[src/rtl/pipeline_types.sv]
// Shared pipeline types: 32-bit bus word and the fetch-to-decode buffer entry.
// Exception field widths live here so icache and inst_buffer agree on them.
package pipeline_types;

  typedef logic [31:0] bus32_t;

  localparam int unsigned ExcWidth      = 6;
  localparam int unsigned ExcCauseWidth = 42;

  typedef struct packed {
    bus32_t                   pc;
    bus32_t                   inst;
    logic [ExcWidth-1:0]      is_exception;
    logic [ExcCauseWidth-1:0] exception_cause;
  } inst_buffer_entry_t;

endpackage

[src/rtl/inst_buffer_if.sv]
// Fetch-to-decode handshake bundle for inst_buffer.
// slave = buffer side, master = icache/decode/pipeline-control side.
interface inst_buffer_if
  import pipeline_types::*;
#(
  parameter int unsigned DEPTH = 8
);

  logic                     flush;
  logic                     in_valid;
  inst_buffer_entry_t       in_entry;
  logic                     full;
  logic                     almost_full;
  logic                     out_valid;
  inst_buffer_entry_t       out_entry;
  logic                     out_ready;
  logic [$clog2(DEPTH):0]   count;

  modport slave (
    input  flush, in_valid, in_entry, out_ready,
    output full, almost_full, out_valid, out_entry, count
  );

  modport master (
    output flush, in_valid, in_entry, out_ready,
    input  full, almost_full, out_valid, out_entry, count
  );

endinterface

[src/rtl/inst_buffer.sv]
// Circular instruction FIFO between icache and decode; flush has top priority.
// Optional zero-latency empty-path bypass enabled by defining INST_BUFFER_BYPASS_EN.
module inst_buffer
  import pipeline_types::*;
#(
  parameter int unsigned DEPTH = 8
) (
  input logic           clk,
  input logic           reset,
  inst_buffer_if.slave  bus
);

  localparam int unsigned AW = $clog2(DEPTH);
  localparam int unsigned CW = AW + 1;
  localparam logic [CW-1:0] DepthC  = CW'(DEPTH);
  localparam logic [CW-1:0] AlmostC = CW'(DEPTH - 2);

  if (DEPTH < 4 || (DEPTH & (DEPTH - 1)) != 0) begin : g_bad_depth
    $error("inst_buffer: DEPTH must be a power of two and at least 4");
  end

  logic [AW-1:0]      wr_ptr_q, wr_ptr_d;
  logic [AW-1:0]      rd_ptr_q, rd_ptr_d;
  logic [CW-1:0]      count_q, count_d;
  inst_buffer_entry_t mem_q [DEPTH];

  logic empty, full, push, pop_mem, bypass_take;

  always_comb begin
    empty = (count_q == '0);
    full  = (count_q == DepthC);
`ifdef INST_BUFFER_BYPASS_EN
    bypass_take = empty && bus.in_valid && !bus.flush;
`else
    bypass_take = 1'b0;
`endif
    // A bypassed entry consumed the same cycle never enters storage.
    push    = bus.in_valid && !full && !(bypass_take && bus.out_ready);
    pop_mem = !empty && bus.out_ready;
  end

  always_comb begin
    bus.full        = full;
    bus.almost_full = (count_q >= AlmostC);
    bus.out_valid   = !empty || bypass_take;
    bus.count       = count_q;
    if (!empty) begin
      bus.out_entry = mem_q[rd_ptr_q];
    end else if (bypass_take) begin
      bus.out_entry = bus.in_entry;
    end else begin
      bus.out_entry = '0;
    end
  end

  always_comb begin
    wr_ptr_d = wr_ptr_q + AW'(push);
    rd_ptr_d = rd_ptr_q + AW'(pop_mem);
    count_d  = count_q + CW'(push) - CW'(pop_mem);
    if (bus.flush) begin
      wr_ptr_d = '0;
      rd_ptr_d = '0;
      count_d  = '0;
    end
  end

  always_ff @(posedge clk) begin
    if (!reset) begin
      wr_ptr_q <= '0;
      rd_ptr_q <= '0;
      count_q  <= '0;
    end else begin
      wr_ptr_q <= wr_ptr_d;
      rd_ptr_q <= rd_ptr_d;
      count_q  <= count_d;
    end
  end

  // Storage is deliberately not reset; out_entry masks it while empty.
  always_ff @(posedge clk) begin
    if (push && !bus.flush) begin
      mem_q[wr_ptr_q] <= bus.in_entry;
    end
  end

endmodule

[src/flat_wrapper.sv]
// flat-port wrapper written by rule: the top's interface ports become plain ports
module inst_buffer_flat import pipeline_types::*;
#(
  parameter int unsigned DEPTH = 8
)
  (clk, reset, bus_flush, bus_in_valid, bus_in_entry, bus_out_ready, bus_full, bus_almost_full, bus_out_valid, bus_out_entry, bus_count);
  inst_buffer_if #(.DEPTH(DEPTH)) bus_i ();
  input logic clk;
  input logic reset;
  input wire logic [$bits(bus_i.flush)-1:0] bus_flush;
  input wire logic [$bits(bus_i.in_valid)-1:0] bus_in_valid;
  input wire logic [$bits(bus_i.in_entry)-1:0] bus_in_entry;
  input wire logic [$bits(bus_i.out_ready)-1:0] bus_out_ready;
  output wire logic [$bits(bus_i.full)-1:0] bus_full;
  output wire logic [$bits(bus_i.almost_full)-1:0] bus_almost_full;
  output wire logic [$bits(bus_i.out_valid)-1:0] bus_out_valid;
  output wire logic [$bits(bus_i.out_entry)-1:0] bus_out_entry;
  output wire logic [$bits(bus_i.count)-1:0] bus_count;
  assign bus_i.flush = bus_flush;
  assign bus_i.in_valid = bus_in_valid;
  assign bus_i.in_entry = bus_in_entry;
  assign bus_i.out_ready = bus_out_ready;
  assign bus_full = bus_i.full;
  assign bus_almost_full = bus_i.almost_full;
  assign bus_out_valid = bus_i.out_valid;
  assign bus_out_entry = bus_i.out_entry;
  assign bus_count = bus_i.count;
  inst_buffer #(.DEPTH(DEPTH)) u_core (.clk(clk), .reset(reset), .bus(bus_i));
endmodule
[config.mk]
export PLATFORM = sky130hd
export DESIGN_NAME = inst_buffer_flat
export DESIGN_NICKNAME = d
export VERILOG_FILES = /design/src/rtl/pipeline_types.sv /design/src/rtl/inst_buffer_if.sv /design/src/rtl/inst_buffer.sv /design/src/flat_wrapper.sv
export SDC_FILE = /design/constraint.sdc
export NUM_CORES = 1
export LEC_CHECK = 0
export BUFFER_PORTS_ARGS = -buffer_cell sky130_fd_sc_hd__buf_2
export CAP_MARGIN = 40
export CORE_MARGIN = 5
export CORE_UTILIZATION = 54
export DETAILED_ROUTE_END_ITERATION = 8
export PLACE_DENSITY = 0.76
export SLEW_MARGIN = 20
export SYNTH_ARGS = -nofsm -noshare
export SYNTH_HDL_FRONTEND = slang
export SYNTH_SLANG_ARGS = --single-unit
[constraint.sdc]
create_clock -name clk -period 11 [get_ports clk]
set_clock_uncertainty 0.15 [all_clocks]
set_input_delay 2.75 -clock clk [delete_from_list [all_inputs] [get_ports clk]]
set_output_delay 2.75 -clock clk [all_outputs]
set_load 0.02 [all_outputs]
==> metrics.yaml, run 1 <==
row_count: 92
grt-busiest-layer: "met2"
cp-end-kind: "output pin"
final_antenna_net_count: 0
fmax_ghz: 0.160
fillers: 4113
worstReg2RegEnd: "u_core.mem_q[2][92]"
synth_top_family_by_area: "multiplexers"
max_stage_delay_ns: 0.77
grt_pass1_wl_mm: 101
path_depth: 4
clk_latency_ns: 0.62
worstSetupStartpointType: "flip-flop"
place_hpwl_mm: 36.9
hp-class: "reg2reg"
period_minus_slack_ns: 6.24
layout_common_cells: "896 x edfxtp_1, 235 x buf_2, 224 x mux4_2, 112 x a22o_1, 88 x clkbuf_16"
syn_avg_cell_area_um2: 24.7
rr_worst_depth: 6
syn-cell-area_mm2: 0.0340
path_max_fanout: 113
cts_hold_buf: 0
yosysWarnings: 0
r2r_setup_slack_ns: 7.52
grt_use_met2: 0.343
postCtsResizedCells: 0
pwr-share-clk: 0.356
relSlewSlack: 0.319
first_pass_iters: 5
cp-startpoint: "u_core.rd_ptr_q[0]"
status: "finished, final reports clean"
power_density_mw_per_mm2: 218
grt_max_degree: 114
cts_setup_buffers: 0
cts.sinks: 906
arrival_ns: 3.34
p_comb_frac: 0.192
synth-seq-cells: 906
cp_slowest_cell: "dfxtp_4"
setup_viol: 0
hold_viol_final: 0
grtUsageTotal: 0.199
io_buffers: 235
rsz0062_at_grt: "false"
timing.final.crit_share: 0.567
fp.coreArea_mm2: 0.0627
synth_xor_area_frac: 0.000773
crit_family: "buffers and inverters"
cp.required_ns: 8.10
place.gp.congestion: 0.714
synthAdderAreaFrac: 0.00464
grt_pass1_vias: 16300
met1_usage: 0.261
switching_share: 0.269
syn_inst: 1376
finalMaxSlewViolations: 0
drc: 0
nets: 1793
grt_util_met3: 0.0485
dieArea_mm2: 0.0681
gr-total-overflow: 0
clk_path_buf_depth: 3
ioPinCount: 236
grt_antenna_before_repair: 13
synth_seq_area_share: 0.797
power.leakage_nw: 12.7
syn_to_final_growth_pct: 15.9
path_clk_slew_ns: 0.06
post_drt_wl_per_cell_um: 26.3
start_util: 0.542
path_buf_inv: 2
synth_compound_area_frac: 0.0292
cts_root_buffer: "clkbuf_16"
cts_tree: "built"
switchingPower_mw: 2.31
die_x_um: 261
muxShareOfSynthArea: 0.149
endpoint: "bus_out_entry[71]"
seqPwrFrac: 0.452
critPathKind: "reg2out"
synth_simple_gate_area_share: 0.00556
layout_commonest_cell: "edfxtp_1"
drt_iter0_markers: 1221
dr_total_vias: 15400
die_y_um: 261
power_mw: 8.60
intPower_mw: 6.29
routed_via_density: 5.96
drt-total-wl_mm: 68.0
drive_gt1_frac: 0.369
cts_made_buffers: 87
r2r_start: "u_core.bus.count[2]"
tightestPinTransition_ns: 1.02
crit_chain: "buf_12, mux4_2, a22o_1, buf_2"
syn_nets: 1505
peakVddDrop_v: 0.000177
fin_setup_tns_ns: 0
cap_viol_max_count: 0
yosys.cell_types.count: 27
htreeDepth: 3
## how the worst min path moves through the flow
stage / end / startpoint / cells past startpoint
floorplan: u_core.rd_ptr_q[2] / u_core.rd_ptr_q[2] / 2
global placement: u_core.rd_ptr_q[2] / u_core.rd_ptr_q[2] / 2
detailed placement: u_core.rd_ptr_q[2] / u_core.rd_ptr_q[2] / 2
CTS: u_core.rd_ptr_q[2] / u_core.rd_ptr_q[2] / 2
global route: u_core.rd_ptr_q[2] / u_core.rd_ptr_q[2] / 2
finish: u_core.rd_ptr_q[2] / u_core.rd_ptr_q[2] / 2
## power by group through the flow
| stage | clock network, mW | logic (mW) | registers [mW] |
|---|---|---|---|
| final | 3.06 | 1.65 | 3.89 |
| after global routing | 3.29 | 1.76 | 3.89 |
| after CTS | 3.12 | 1.69 | 3.89 |
| after detailed placement | 0 | 1.68 | 3.96 |
| after global placement | 0 | 1.64 | 3.96 |
| after floorplan | 0 | 1.07 | 3.96 |
## logic make-up after synthesis
group,after synthesis
AO/OA/AOI/OAI,114
XOR/XNOR,3
AND/OR/NAND/NOR,34
buffers and inverters,82
flip-flops,906
multiplexers,225
adder cells (fa/ha/maj),12
## per-stage QoR
step           instance area (um^2)  cells  setup slack (ns)  utilization  hold slack, ns
3_3_place_gp                  36100   2409              5.11        0.576           0.418
5_1_grt                       39400   2581              4.46        0.628           0.474
2_1_floorplan                 34000   1376              2.23            -           0.348
4_1_cts                       39400   2580              4.64        0.628           0.447
3_5_place_dp                  36400   2421              5.33        0.580           0.428
6_report                      39400   2586              4.76        0.628           0.448
## routing by layer
metal | vias up | routed length [um] | share of wire
li1 | 6570 | - | -
met1 | 8237 | 26300 | 0.39
met2 | 506 | 35600 | 0.52
met3 | 89 | 5000 | 0.074
met4 | 14 | 1010 | 0.015
met5 | - | 87 | 0.0013
## tightest hold or removal path, stage by stage (launching register included)
cell     delay, ns
dfxtp_1       0.35
xnor2_1       0.14
nor2_1        0.07
## flip-flops by register name, summed over array words and instances, names as in the netlist
signal	cells
u_core.bus.count	4
u_core.mem_q	896
u_core.rd_ptr_q	3
u_core.wr_ptr_q	3
## final cells by class
cell class	count	area [um^2]	area share
sequential	906	27100	0.688
multi-input combinational	388	6500	0.165
clock buffer	102	2260	0.0575
timing repair buffer	273	1710	0.0434
tap	846	1060	0.0269
clock inverter	57	693	0.0176
inverter	8	30.0	0.000762
antenna	6	15.0	0.000381
## cells in the mapped netlist, drive strengths merged
library cell | instances | area (um^2)
a21o | 1 | 7.51
a21oi | 1 | 5.00
a22o | 112 | 981
and2 | 5 | 31.3
buf | 44 | 319
clkbuf | 30 | 113
dfxtp | 10 | 200
edfxtp | 896 | 26900
fa | 1 | 20.0
ha | 11 | 138
inv | 8 | 30.0
mux2i | 1 | 10.0
mux4 | 224 | 5040
nand2 | 4 | 15.0
nand2b | 4 | 25.0
nand4bb | 1 | 11.3
nor2 | 11 | 41.3
nor2b | 4 | 25.0
nor3 | 2 | 10.0
nor3b | 2 | 20.0
or4b | 1 | 10.0
xnor2 | 2 | 17.5
xor2 | 1 | 8.76
Power figures use the tool's default switching activity.
==> run 2: changes to the inputs <==
clock period = 4.99 ns   (was 11 ns; I/O delays follow)
==> run 2 against run 1 <==
  * Register-to-register slack got worse by 5.5 ns
  * First-iteration DRC count shrank 7.8%
  * Core utilization fell by 0.27 points
  * Critical path type unchanged
  * Sequential share of layout area up 0.30 points
  * Cell count is essentially flat
  * Worst setup slack got worse by 4.0 ns
  * Sequential power rose by 120%
  * Hold slack lost 0.0070 ns
  * Critical path depth unchanged
  * Combinational power up 120%
==> metrics.yaml, run 2 (synthesis results as in run 1) <==
status: "finished, final reports clean"  # unchanged
dieArea_mm2: 0.0681  # unchanged
drc: 0  # unchanged
cts_tree: "built"  # unchanged
first_pass_iters: 5  # unchanged
fin_hold_ws_ns: 0.441  # was 0.448 ns
multi_input_area_mm2: 0.00651  # was 0.00650 mm^2
fp.coreArea_mm2: 0.0627  # unchanged
routed_via_density: 5.92  # was 5.96
grt_pass1_vias: 16300  # about the same
clk_path_buf_depth: 3  # unchanged
row_count: 92  # unchanged
io_buffers: 235  # unchanged
place_hpwl_mm: 35.8  # was 36.9 mm
layout_commonest_cell: "edfxtp_1"  # unchanged
tightestPinTransition_ns: 0.798  # was 1.02 ns
ioPinCount: 236  # unchanged
worstSetupStartpointType: "flip-flop"  # unchanged
syn_to_final_growth_pct: 15.4  # was 15.9%
nets: 1795  # was 1793
timing.final.crit_share: 0.848
hold_viol_final: 0  # unchanged
cap_viol_max_count: 0  # unchanged
postCtsResizedCells: 0  # unchanged
fmax_ghz: 0.236
cts_hold_buf: 0  # unchanged
die_x_um: 261  # unchanged
grtUsageTotal: 0.199  # about the same
cp.required_ns: 3.59  # was 8.10 ns
dr_total_vias: 15300  # was 15400
die_y_um: 261  # unchanged
grt_pass1_wl_mm: 101  # about the same
layout_common_cells: "896 x edfxtp_1, 235 x buf_2, 224 x mux4_2, 112 x a22o_1, 89 x clkbuf_16"  # was 896 x edfxtp_1, 235 x buf_2, 224 x mux4_2, 112 x a22o_1, 88 x clkbuf_16
rsz0062_at_grt: "false"  # unchanged
setup_viol: 0  # unchanged
drt-total-wl_mm: 66.8  # was 68.0 mm
power.leakage_nw: 12.6  # was 12.7 nW
cts.sinks: 906  # unchanged
intPower_mw: 13.5  # was 6.29 mW
seqPwrFrac: 0.465  # was 0.452
drive_gt1_frac: 0.364  # was 0.369
p_comb_frac: 0.195  # was 0.192
power_density_mw_per_mm2: 471  # was 218 mW/mm^2
post_drt_wl_per_cell_um: 25.8  # was 26.3 um
final_antenna_net_count: 0  # unchanged
switching_share: 0.270  # was 0.269
cts_root_buffer: "clkbuf_16"  # unchanged
period_minus_slack_ns: 4.23
cts_made_buffers: 88  # was 87
fin_setup_tns_ns: 0  # unchanged
htreeDepth: 3  # unchanged
critPathKind: "reg2out"  # unchanged
hp-class: "reg2reg"  # unchanged
gr-total-overflow: 0  # unchanged
switchingPower_mw: 4.98  # was 2.31 mW
largest_register_ffs: 896  # unchanged
peakVddDrop_v: 0.000372  # was 0.000177 V
path_max_fanout: 57  # was 113
clk_latency_ns: 0.63  # was 0.62 ns
pwr-share-clk: 0.340  # was 0.356
start_util: 0.542  # unchanged
path_clk_slew_ns: 0.06  # about the same
relSlewSlack: 0.468  # was 0.319
cts_setup_buffers: 0  # unchanged
fillers: 4166  # was 4113
drt_iter0_markers: 1126  # was 1221
ff_latch_area_mm2: 0.0271  # unchanged
power_mw: 18.5  # was 8.60 mW
finalMaxSlewViolations: 0  # unchanged
cp-end-kind: "output pin"  # unchanged
place.gp.congestion: 0.692  # was 0.714
arrival_ns: 2.83  # was 3.34 ns
top_register: "u_core.mem_q"  # unchanged
grt_antenna_before_repair: 16  # was 13
grt_max_degree: 64  # was 114
==> run 2: cell count changes in the layout (fill, tap and decap cells not counted), sizes merged <==
cell	previous run	this run
bufinv	14	6
clkbuf	102	110
clkinvlp	6	1
clkinv	32	36
diode	6	8
buf	273	274
inv	13	12
==> run 2: power groups by stage <==
stage	Clock (mW)	Sequential, mW	Combinational, mW
after global placement	0	8.72	3.64
after global routing	6.78	8.58	3.86
after floorplan	0	8.73	2.36
final	6.28	8.57	3.60
after detailed placement	0	8.73	3.66
after CTS	6.43	8.57	3.68
==> run 2: cell type report <==
| cell class | count | area share |
|---|---|---|
| Antenna cell | 8 | 0.000510 |
| Clock buffer | 110 | 0.0593 |
| Clock inverter | 47 | 0.0105 |
| Inverter | 8 | 0.000766 |
| Multi-Input combinational cell | 388 | 0.166 |
| Sequential cell | 906 | 0.691 |
| Tap cell | 846 | 0.0270 |
| Timing Repair Buffer | 274 | 0.0447 |
==> run 2: critical path: stages (launching register included) <==
cell	delay [ns]
dfxtp_4	0.69
buf_12	0.45
mux4_2	0.56
a22o_1	0.28
buf_2	0.17
==> run 2: worst paths after layout <==
path / start / endpoint / slack (ns) / cells past startpoint
setup / recovery: u_core.rd_ptr_q[0] / bus_out_entry[98] / 0.76 / 4
hold / removal: u_core.rd_ptr_q[2] / u_core.rd_ptr_q[2] / 0.44 / 2
setup reg to reg: u_core.bus.count[2] / u_core.mem_q[7][73] / 1.99 / 6
hold reg to reg: u_core.rd_ptr_q[2] / u_core.rd_ptr_q[2] / 0.44 / 2
==> run 2: metrics by stage <==
stage,util,worst slack [ns],cells,cell area [um^2]
after floorplan,-,-0.352,1376,34100
after global placement,0.580,1.31,2419,36400
after detailed placement,0.581,1.33,2421,36400
after CTS,0.625,0.632,2578,39200
after global routing,0.625,0.569,2579,39200
final,0.625,0.760,2587,39200
==> run 2: routing by layer <==
| metal | wire [um] | GRT usage | up-vias |
|---|---|---|---|
| li1 | - | - | 6581 |
| met5 | 124 | 0 | - |
| met2 | 35000 | 0.340 | 477 |
| met4 | 964 | 0.0467 | 22 |
| met1 | 25800 | 0.261 | 8162 |
| met3 | 4870 | 0.0508 | 84 |
